--- config.mk ---
export PLATFORM = sky130hd
export DESIGN_NAME = flag_gen_flat
export DESIGN_NICKNAME = d
export VERILOG_FILES = /design/src/rtl/flag_gen_if.sv /design/src/rtl/flag_gen.sv /design/src/flat_wrapper.sv
export SDC_FILE = /design/constraint.sdc
export NUM_CORES = 1
export LEC_CHECK = 0
export ABC_AREA = 1
export BUFFER_PORTS_ARGS = -buffer_cell sky130_fd_sc_hd__buf_4
export CAP_MARGIN = 20
export CORE_AREA = 2 2 42 44
export CTS_BUF_LIST = sky130_fd_sc_hd__clkbuf_8 sky130_fd_sc_hd__clkbuf_16
export DETAILED_ROUTE_END_ITERATION = 8
export DIE_AREA = 0 0 44 46
export PLACE_DENSITY = 0.71
export RECOVER_POWER = 50
export SYNTH_ARGS = -nofsm -noshare
export SYNTH_HDL_FRONTEND = slang
export SYNTH_SLANG_ARGS = --single-unit
--- constraint.sdc ---
create_clock -name clk -period 0.8 [get_ports clk]
set_input_delay 0.04 -clock clk [delete_from_list [all_inputs] [get_ports clk]]
set_output_delay 0.04 -clock clk [all_outputs]
set_load 0.05 [all_outputs]
--- src/rtl/flag_gen_if.sv ---
// flag_gen bus: ALU result, flag update controls and flag/stack status.
// master drives requests, slave (flag_gen) drives the flag outputs.
interface flag_gen_if #(
  parameter int WIDTH = 8
);
  logic             valid;
  logic [1:0]       op;
  logic [WIDTH-1:0] a;
  logic [WIDTH-1:0] b;
  logic [WIDTH-1:0] result;
  logic             cout;
  logic             shift_c;
  logic [3:0]       we;
  logic             ld;
  logic [3:0]       ld_data;
  logic             push;
  logic             pop;
  logic             n;
  logic             z;
  logic             v;
  logic             c;
  logic [3:0]       flags;
  logic             full;
  logic             empty;
  logic             err;

  modport master (
    output valid, op, a, b, result,
    output cout, shift_c, we, ld, ld_data,
    output push, pop,
    input  n, z, v, c, flags,
    input  full, empty, err
  );

  modport slave (
    input  valid, op, a, b, result,
    input  cout, shift_c, we, ld, ld_data,
    input  push, pop,
    output n, z, v, c, flags,
    output full, empty, err
  );
endinterface

--- src/rtl/flag_gen.sv ---
// N/Z/V/C flag register with write mask, load and optional LIFO save.
// Define FLAG_STACK_EN to build the push/pop flag stack.
module flag_gen #(
  parameter int WIDTH       = 8,
  parameter int STACK_DEPTH = 4
) (
  input logic       clk,
  input logic       rst,
  flag_gen_if.slave bus
);
  localparam int M = WIDTH - 1;

  logic [3:0] flags_q;
  logic [3:0] alu_f;
  logic [3:0] upd_f;
  logic [3:0] next_f;
  logic       alu_v;
  logic       alu_c;

  always_comb begin
    alu_v = 1'b0;
    alu_c = 1'b0;
    unique case (1'b1)
      (bus.op == 2'b01): begin
        alu_v = (bus.a[M] == bus.b[M]) &&
                (bus.result[M] != bus.a[M]);
        alu_c = bus.cout;
      end
      (bus.op == 2'b10): begin
        alu_v = (bus.a[M] != bus.b[M]) &&
                (bus.result[M] != bus.a[M]);
        alu_c = bus.cout;
      end
      (bus.op == 2'b11): alu_c = bus.shift_c;
      default: ;
    endcase
  end

  assign alu_f = {bus.result[M], ~|bus.result,
                  alu_v, alu_c};
  assign upd_f = (alu_f & bus.we) |
                 (flags_q & ~bus.we);

  // load beats the ALU update
  always_comb begin
    next_f = flags_q;
    if (bus.ld)
      next_f = bus.ld_data;
    else if (bus.valid)
      next_f = upd_f;
  end

  assign bus.flags = flags_q;
  assign bus.n     = flags_q[3];
  assign bus.z     = flags_q[2];
  assign bus.v     = flags_q[1];
  assign bus.c     = flags_q[0];

`ifdef FLAG_STACK_EN
  localparam int CW = $clog2(STACK_DEPTH + 1);
  localparam int IW = (STACK_DEPTH > 1) ?
                      $clog2(STACK_DEPTH) : 1;

  logic [3:0]    stack [STACK_DEPTH];
  logic [CW-1:0] count;
  logic          err_q;
  logic          full;
  logic          empty;
  logic [IW-1:0] top_idx;
  logic [IW-1:0] wr_idx;

  assign full    = (count == CW'(STACK_DEPTH));
  assign empty   = (count == '0);
  assign top_idx = IW'(count - CW'(1));
  assign wr_idx  = IW'(count);

  always_ff @(posedge clk) begin
    if (rst) begin
      flags_q <= '0;
      count   <= '0;
      err_q   <= 1'b0;
    end else if (bus.pop && !empty) begin
      // pop wins; with push it becomes a top swap
      flags_q <= stack[top_idx];
      if (bus.push)
        stack[top_idx] <= flags_q;
      else
        count <= count - CW'(1);
    end else begin
      flags_q <= next_f;
      if (bus.push) begin
        if (full) begin
          err_q <= 1'b1;
        end else begin
          stack[wr_idx] <= flags_q;
          count         <= count + CW'(1);
        end
      end
      if (bus.pop)
        err_q <= 1'b1;
    end
  end

  assign bus.full  = full;
  assign bus.empty = empty;
  assign bus.err   = err_q;
`else
  always_ff @(posedge clk) begin
    if (rst)
      flags_q <= '0;
    else
      flags_q <= next_f;
  end

  assign bus.full  = 1'b0;
  assign bus.empty = 1'b1;
  assign bus.err   = 1'b0;
`endif
endmodule

--- src/flat_wrapper.sv ---
// flat-port wrapper written by rule: the top's interface ports become plain ports
module flag_gen_flat 
#(
  parameter int WIDTH       = 8,
  parameter int STACK_DEPTH = 4
)
  (clk, rst, bus_valid, bus_op, bus_a, bus_b, bus_result, bus_cout, bus_shift_c, bus_we, bus_ld, bus_ld_data, bus_push, bus_pop, bus_n, bus_z, bus_v, bus_c, bus_flags, bus_full, bus_empty, bus_err);
  flag_gen_if #(.WIDTH(WIDTH)) bus_i ();
  input logic clk;
  input logic rst;
  input wire logic [$bits(bus_i.valid)-1:0] bus_valid;
  input wire logic [$bits(bus_i.op)-1:0] bus_op;
  input wire logic [$bits(bus_i.a)-1:0] bus_a;
  input wire logic [$bits(bus_i.b)-1:0] bus_b;
  input wire logic [$bits(bus_i.result)-1:0] bus_result;
  input wire logic [$bits(bus_i.cout)-1:0] bus_cout;
  input wire logic [$bits(bus_i.shift_c)-1:0] bus_shift_c;
  input wire logic [$bits(bus_i.we)-1:0] bus_we;
  input wire logic [$bits(bus_i.ld)-1:0] bus_ld;
  input wire logic [$bits(bus_i.ld_data)-1:0] bus_ld_data;
  input wire logic [$bits(bus_i.push)-1:0] bus_push;
  input wire logic [$bits(bus_i.pop)-1:0] bus_pop;
  output wire logic [$bits(bus_i.n)-1:0] bus_n;
  output wire logic [$bits(bus_i.z)-1:0] bus_z;
  output wire logic [$bits(bus_i.v)-1:0] bus_v;
  output wire logic [$bits(bus_i.c)-1:0] bus_c;
  output wire logic [$bits(bus_i.flags)-1:0] bus_flags;
  output wire logic [$bits(bus_i.full)-1:0] bus_full;
  output wire logic [$bits(bus_i.empty)-1:0] bus_empty;
  output wire logic [$bits(bus_i.err)-1:0] bus_err;
  assign bus_i.valid = bus_valid;
  assign bus_i.op = bus_op;
  assign bus_i.a = bus_a;
  assign bus_i.b = bus_b;
  assign bus_i.result = bus_result;
  assign bus_i.cout = bus_cout;
  assign bus_i.shift_c = bus_shift_c;
  assign bus_i.we = bus_we;
  assign bus_i.ld = bus_ld;
  assign bus_i.ld_data = bus_ld_data;
  assign bus_i.push = bus_push;
  assign bus_i.pop = bus_pop;
  assign bus_n = bus_i.n;
  assign bus_z = bus_i.z;
  assign bus_v = bus_i.v;
  assign bus_c = bus_i.c;
  assign bus_flags = bus_i.flags;
  assign bus_full = bus_i.full;
  assign bus_empty = bus_i.empty;
  assign bus_err = bus_i.err;
  flag_gen #(.WIDTH(WIDTH), .STACK_DEPTH(STACK_DEPTH)) u_core (.clk(clk), .rst(rst), .bus(bus_i));
endmodule
**After elaboration in Yosys (flattened, before gate mapping)**

Cells that the tools add are included.

- Register bits after elaboration: 4
- Output and inout bits: 11

- Eq/ne operators: 6
- Muxes and demuxes: 4
- Bitwise logic cells: 4
- Reduce and logical (&&, ||, !) cells: 6

Operators by type and width:

| kind | number |
|---|---|
| 4-bit AND | 2 |
| 4-bit 2-to-1 mux | 2 |
| 8-bit OR reduction | 1 |
| 2-bit equality test, second input constant | 2 |
| 4-bit NOT | 1 |
| 4-bit OR | 1 |
| 1-bit one-hot mux with 2 select lines | 2 |
| 2-bit by 1-bit equality test with 1-bit output, second input constant | 1 |
| 1-bit logical AND | 2 |
| 1-bit != test | 2 |
| 2-bit nonzero test | 1 |
| 2-bit OR reduction | 1 |
| 1-bit equality test | 1 |
| 1-bit zero test | 1 |

**Logic depth before layout (Yosys ltp)**

Gate-level depths: netlist (run 1).

- Depth after elaboration: 7
- Gate-level depth with buffers: 8
- Mapped depth without buffers: 8

**Worst setup path after synthesis (run 1)**

No wires, ideal clock.

- Kind: register -> register
- Start: reg (tool-made name)
- End: reg (tool-made name)
- Library setup time: 0.070 ns
- Arrival: 0.961 ns
- Required time: 0.730 ns
- Setup slack: -0.231 ns
- Stages on the path, launching flop included: 5
- Path buffers: 0
- Clock period less this slack: 1.031 ns
- Cells stage by stage: dfxtp_1 nand2_1 nand2_1 o21ai_0 a21oi_1

==> results.cfg, run 1 <==
[run_status]
status = finished, final reports clean

[logic_synthesis]
synth_top_area_share_pct = 19.6
yosysUniqueCellTypes = 16
yosys_warnings = 0
netlist_instances = 66
mappedNetlistArea_um2 = 408
ys_seq_elements = 4
synth_area_leaders = dfxtp_1 20%, nand2_1 17%, buf_4 13%, ha_1 9.2%, inv_1 6.4%
ys_seq_area_share_pct = 19.6
synth_area_per_cell_um2 = 6.18
post-synth-top-area-cell = dfxtp_1

[sta]
fin_skew_ns = 0
fin_hold_ws_ns = 0.0689
rsz0062_at_grt = true
finalHoldViolCount = 0
slew_violations = 0
finalCritPeriodShare_pct = 97.8
tns_ns = 0
setup_viol = 0
fin_crit_ns = 0.782
clock.fmax_ghz = 1.28
setup_ws_ns = 0.0179

[finish]
syn_to_final_growth_pct = 68.1
layout.cells.non_filler = 114
fillCellCount = 172
nets = 144
layout_common_cells = 32 x buf_4, 18 x nand2_1, 7 x inv_1, 7 x nor2_1, 5 x a21oi_1
final_common_cell = buf_4
drive_gt1_share_pct = 44.3
stdcell_area_um2 = 686
antennaDiodeCount = 0

[hold_path]
whs_path_depth = 4
hp-class = in2reg
min-delay-start = rst

[grt]
use_met2_pct = 16.5
gr-usage-all-layers_pct = 10.7
grtUsageMet3_pct = 1.59
grt_start_max_net_pins = 7
antenna_found_initial = 0
grtUsageMet1_pct = 12.2
grt_pass1_vias = 385
grt_pass1_wl_um = 1550
top_usage_layer = met2
overflow = 0

[clocking]
cts_buffers = 3
htree_levels = 1
cts_tree = yes
clock_sinks = 4
cts.path.max_buffers = 2
clkTransAtPathRegs_ns = 0.03
worstSkewPairLatency_ns = 0.21
clockRootBuffer = clkbuf_8

[setup_path]
crit_chain = buf_4
slowest_stage = dfxtp_2
critPathKind = reg2out
crit_buf_inv = 1
cpPeakStageDelay_ns = 0.33
cp_max_fo = 3
critPathRequiredTime_ns = 0.76
start_kind = flip-flop
worstPathArrival_ns = 0.74
rrSetupSlack_ns = 0.06
rr_worst_depth = 3
setup.worst_path.end_class = output pin
cp_top_family = flip-flops

[power_and_ir_drop]
ir_drop_uv = 449
p_leak_uw = 0.000393
power_density_nw_per_um2 = 1490

[detailed_routing]
drc = 0
drtIter0Drc = 6
vias = 486
final_antenna_net_count = 0
totalWireLength_um = 1060
viasPerCell = 4.26
first_pass_iters = 4
wl_per_cell_um = 9.26

[placed_design]
globalplace.congestion = 0.709
dpl_cell_area_um2 = 638
dp_cells = 110
pre_cts_slack_ns = -0.126
numPortBuffers = 33
hpwl_um = 896

[job]
max-cap-violations = 0

[floorplanning]
placementRows = 15
initial_utilization_pct = 25.3
io-pin-count = 53
die-area_um2 = 2020
core_um2 = 1610
die_h_um = 46
die_w_um = 44
[report_power, final]
group | internal (uW) | switching [uW] | leakage, uW
sequential | 216 | 10.9 | 0.0000350
clock | 321 | 102 | 0.0000216
combinational | 154 | 221 | 0.000336
total | 690 | 334 | 0.000393
[worst max path at each step]
| stage | to | cells past startpoint |
|---|---|---|
| finish | bus_v | 1 |
| CTS | bus_flags[0] | 1 |
| global placement | flip-flop | 7 |
| global route | bus_c | 1 |
| floorplan | flip-flop | 4 |
| detailed placement | flip-flop | 7 |
[kinds of logic (layout without fill, tap and decap cells)]
| group | count (synthesis) | in the layout | share of synthesized area [%] |
|---|---|---|---|
| compound gates | 10 | 10 | 12.9 |
| fa+ha+maj | 3 | 3 | 9.20 |
| buf+inv | 16 | 46 | 21.2 |
| flops | 4 | 4 | 19.6 |
| other cells | 2 | 3 | 1.84 |
| simple gates | 31 | 31 | 35.3 |
[Yosys cell counts]
| cell type | n |
|---|---|
| nand2_1 | 18 |
| buf_4 | 7 |
| inv_1 | 7 |
| nor2_1 | 7 |
| a21oi_1 | 5 |
| dfxtp_1 | 4 |
| o21ai_0 | 4 |
| ha_1 | 3 |
| conb_1 | 2 |
| nand3_1 | 2 |
| nor2_2 | 2 |
| clkinv_1 | 1 |
| inv_2 | 1 |
| nand3b_1 | 1 |
| nand3b_4 | 1 |
| o21a_1 | 1 |
[final cells by class]
cell class | instances | area, um2 | area share [%]
inverter | 9 | 33.8 | 4.93
timing repair buffer | 34 | 254 | 37.0
sequential | 4 | 90.1 | 13.1
clock buffer | 3 | 41.3 | 6.02
tap | 17 | 21.3 | 3.10
multi-input combinational | 47 | 245 | 35.8
[layer usage]
| layer | vias to the layer above | wire (um) |
|---|---|---|
| li1 | 258 | - |
| met2 | 27 | 486 |
| met1 | 201 | 418 |
| met4 | 0 | 0 |
| met3 | 0 | 150 |
| met5 | - | 0 |
[through the flow]
| stage | util [%] | power (uW) |
|---|---|---|
| 2_1_floorplan | - | 472 |
| 3_3_place_gp | 39.5 | 601 |
| 3_5_place_dp | 39.5 | 604 |
| 4_1_cts | 42.7 | 1040 |
| 5_1_grt | 42.5 | 1080 |
| 6_report | 42.5 | 1020 |
[timing repair]
action / in CTS / in global routing
hold buffers: 1 / 0
endpoints found under the hold margin: 1 / 0
resized for setup: 0 / 1
buffers inserted: 0 / 0
setup endpoints to repair: 0 / 3
Note: power is estimated with default switching activity, not from simulation.
==> run 2: changes to the inputs <==
--- a/config.mk
+++ b/config.mk
@@ -12,7 +12,7 @@
 export CTS_BUF_LIST = sky130_fd_sc_hd__clkbuf_8 sky130_fd_sc_hd__clkbuf_16
 export DETAILED_ROUTE_END_ITERATION = 8
 export DIE_AREA = 0 0 44 46
-export PLACE_DENSITY = 0.71
+export PLACE_DENSITY_LB_ADDON = 0.3
 export RECOVER_POWER = 50
 export SYNTH_ARGS = -nofsm -noshare
 export SYNTH_HDL_FRONTEND = slang
==> results.cfg, run 2 (synthesis results as in run 1) <==
[run_status]
status = finished, final reports clean

[sta]
finalCritPeriodShare_pct = 98.1
setup_viol = 0
clock.fmax_ghz = 1.27
setup_ws_ns = 0.0150
fin_crit_ns = 0.785
slew_violations = 0
finalHoldViolCount = 0
fin_skew_ns = 0
rsz0062_at_grt = true

[detailed_routing]
drtIter0Drc = 2
first_pass_iters = 2
drc = 0
final_antenna_net_count = 0
wl_per_cell_um = 9.03
viasPerCell = 4.20
vias = 479
totalWireLength_um = 1030

[hold_path]
whs_path_depth = 4
hp-class = in2reg

[grt]
grtUsageMet1_pct = 12.9
top_usage_layer = met2
grtUsageMet3_pct = 8.33
overflow = 0
use_met2_pct = 18.2
grt_pass1_wl_um = 1660
gr-usage-all-layers_pct = 11.6
antenna_found_initial = 0
grt_pass1_vias = 404
grt_start_max_net_pins = 7

[setup_path]
cp_top_family = flip-flops
cp_max_fo = 3
cp.depth = 1
crit_chain = buf_4
cpPeakStageDelay_ns = 0.34
crit_buf_inv = 1
start_kind = flip-flop
rr_worst_depth = 3
setup.worst_path.end_class = output pin
critPathKind = reg2out
critPathRequiredTime_ns = 0.76
slowest_stage = dfxtp_4
worstPathArrival_ns = 0.75

[finish]
antennaDiodeCount = 0
layout_common_cells = 33 x buf_4, 18 x nand2_1, 7 x inv_1, 7 x nor2_1, 5 x a21oi_1
drive_gt1_share_pct = 45.4
syn_to_final_growth_pct = 69.0
nets = 144
stdcell_area_um2 = 689
final_common_cell = buf_4

[clocking]
worstSkewPairLatency_ns = 0.21
clkTransAtPathRegs_ns = 0.03
clock_sinks = 4
cts_buffers = 3
cts.path.max_buffers = 2
post_cts_buffers = 0
htree_levels = 1
clockRootBuffer = clkbuf_8
cts.repair.resized = 0
cts_tree = yes

[power_and_ir_drop]
ir_drop_uv = 1310
p_leak_uw = 0.000397
power_density_nw_per_um2 = 1480
power_uw = 1020

[floorplanning]
io-pin-count = 53
initial_utilization_pct = 25.3
die_h_um = 46
core_um2 = 1610
placementRows = 15
die-area_um2 = 2020
die_w_um = 44

[placed_design]
globalplace.congestion = 0.709
dpl_cell_area_um2 = 638
hpwl_um = 870
numPortBuffers = 33
pre_cts_slack_ns = -0.109

[job]
max-cap-violations = 0
## run 2: repair_timing
action | 4_1_cts | 5_1_grt
hold endpoints to repair | 1 | 0
endpoints found under the setup margin | 0 | 7
hold buffers | 1 | 0
## run 2: final timing paths
kind         startpoint            to  slack [ns]
max reg2reg   flip-flop     flip-flop        0.06
min reg2reg   flip-flop     flip-flop        0.53
min                 rst     flip-flop        0.07
max           flip-flop  bus_flags[2]        0.01
## run 2: metal layers
metal / part of all wire [%] / wire [um]
met5: 0 / 0
met4: 0 / 0
met3: 14 / 149
met2: 43 / 439
met1: 43 / 440
## run 2: cell type report
cell class	count	area [um2]
flip-flops and latches	4	90.1
well taps	17	21.3
multi-input cells	47	245
clock buffers	3	41.3
inverters	9	33.8
fillers	181	925
repair buffers	34	258
## run 2: through the flow
step                      hold slack (ns)  setup TNS (ns)  cells  util (%)
after floorplan                     0.102         -0.0661     67         -
after global placement              0.214         -0.0898    110      39.5
after detailed placement            0.219          -0.128    110      39.5
after CTS                          0.0667               0    114      42.7
after global routing               0.0910         -0.0226    114      42.7
final                              0.0685               0    114      42.7
## run 2: power breakdown
group	leakage, uW	switching (uW)	total [uW]	internal, uW
sequential	0.0000350	10.9	227	216
clock	0.0000216	99.7	420	320
combinational	0.000340	220	376	155
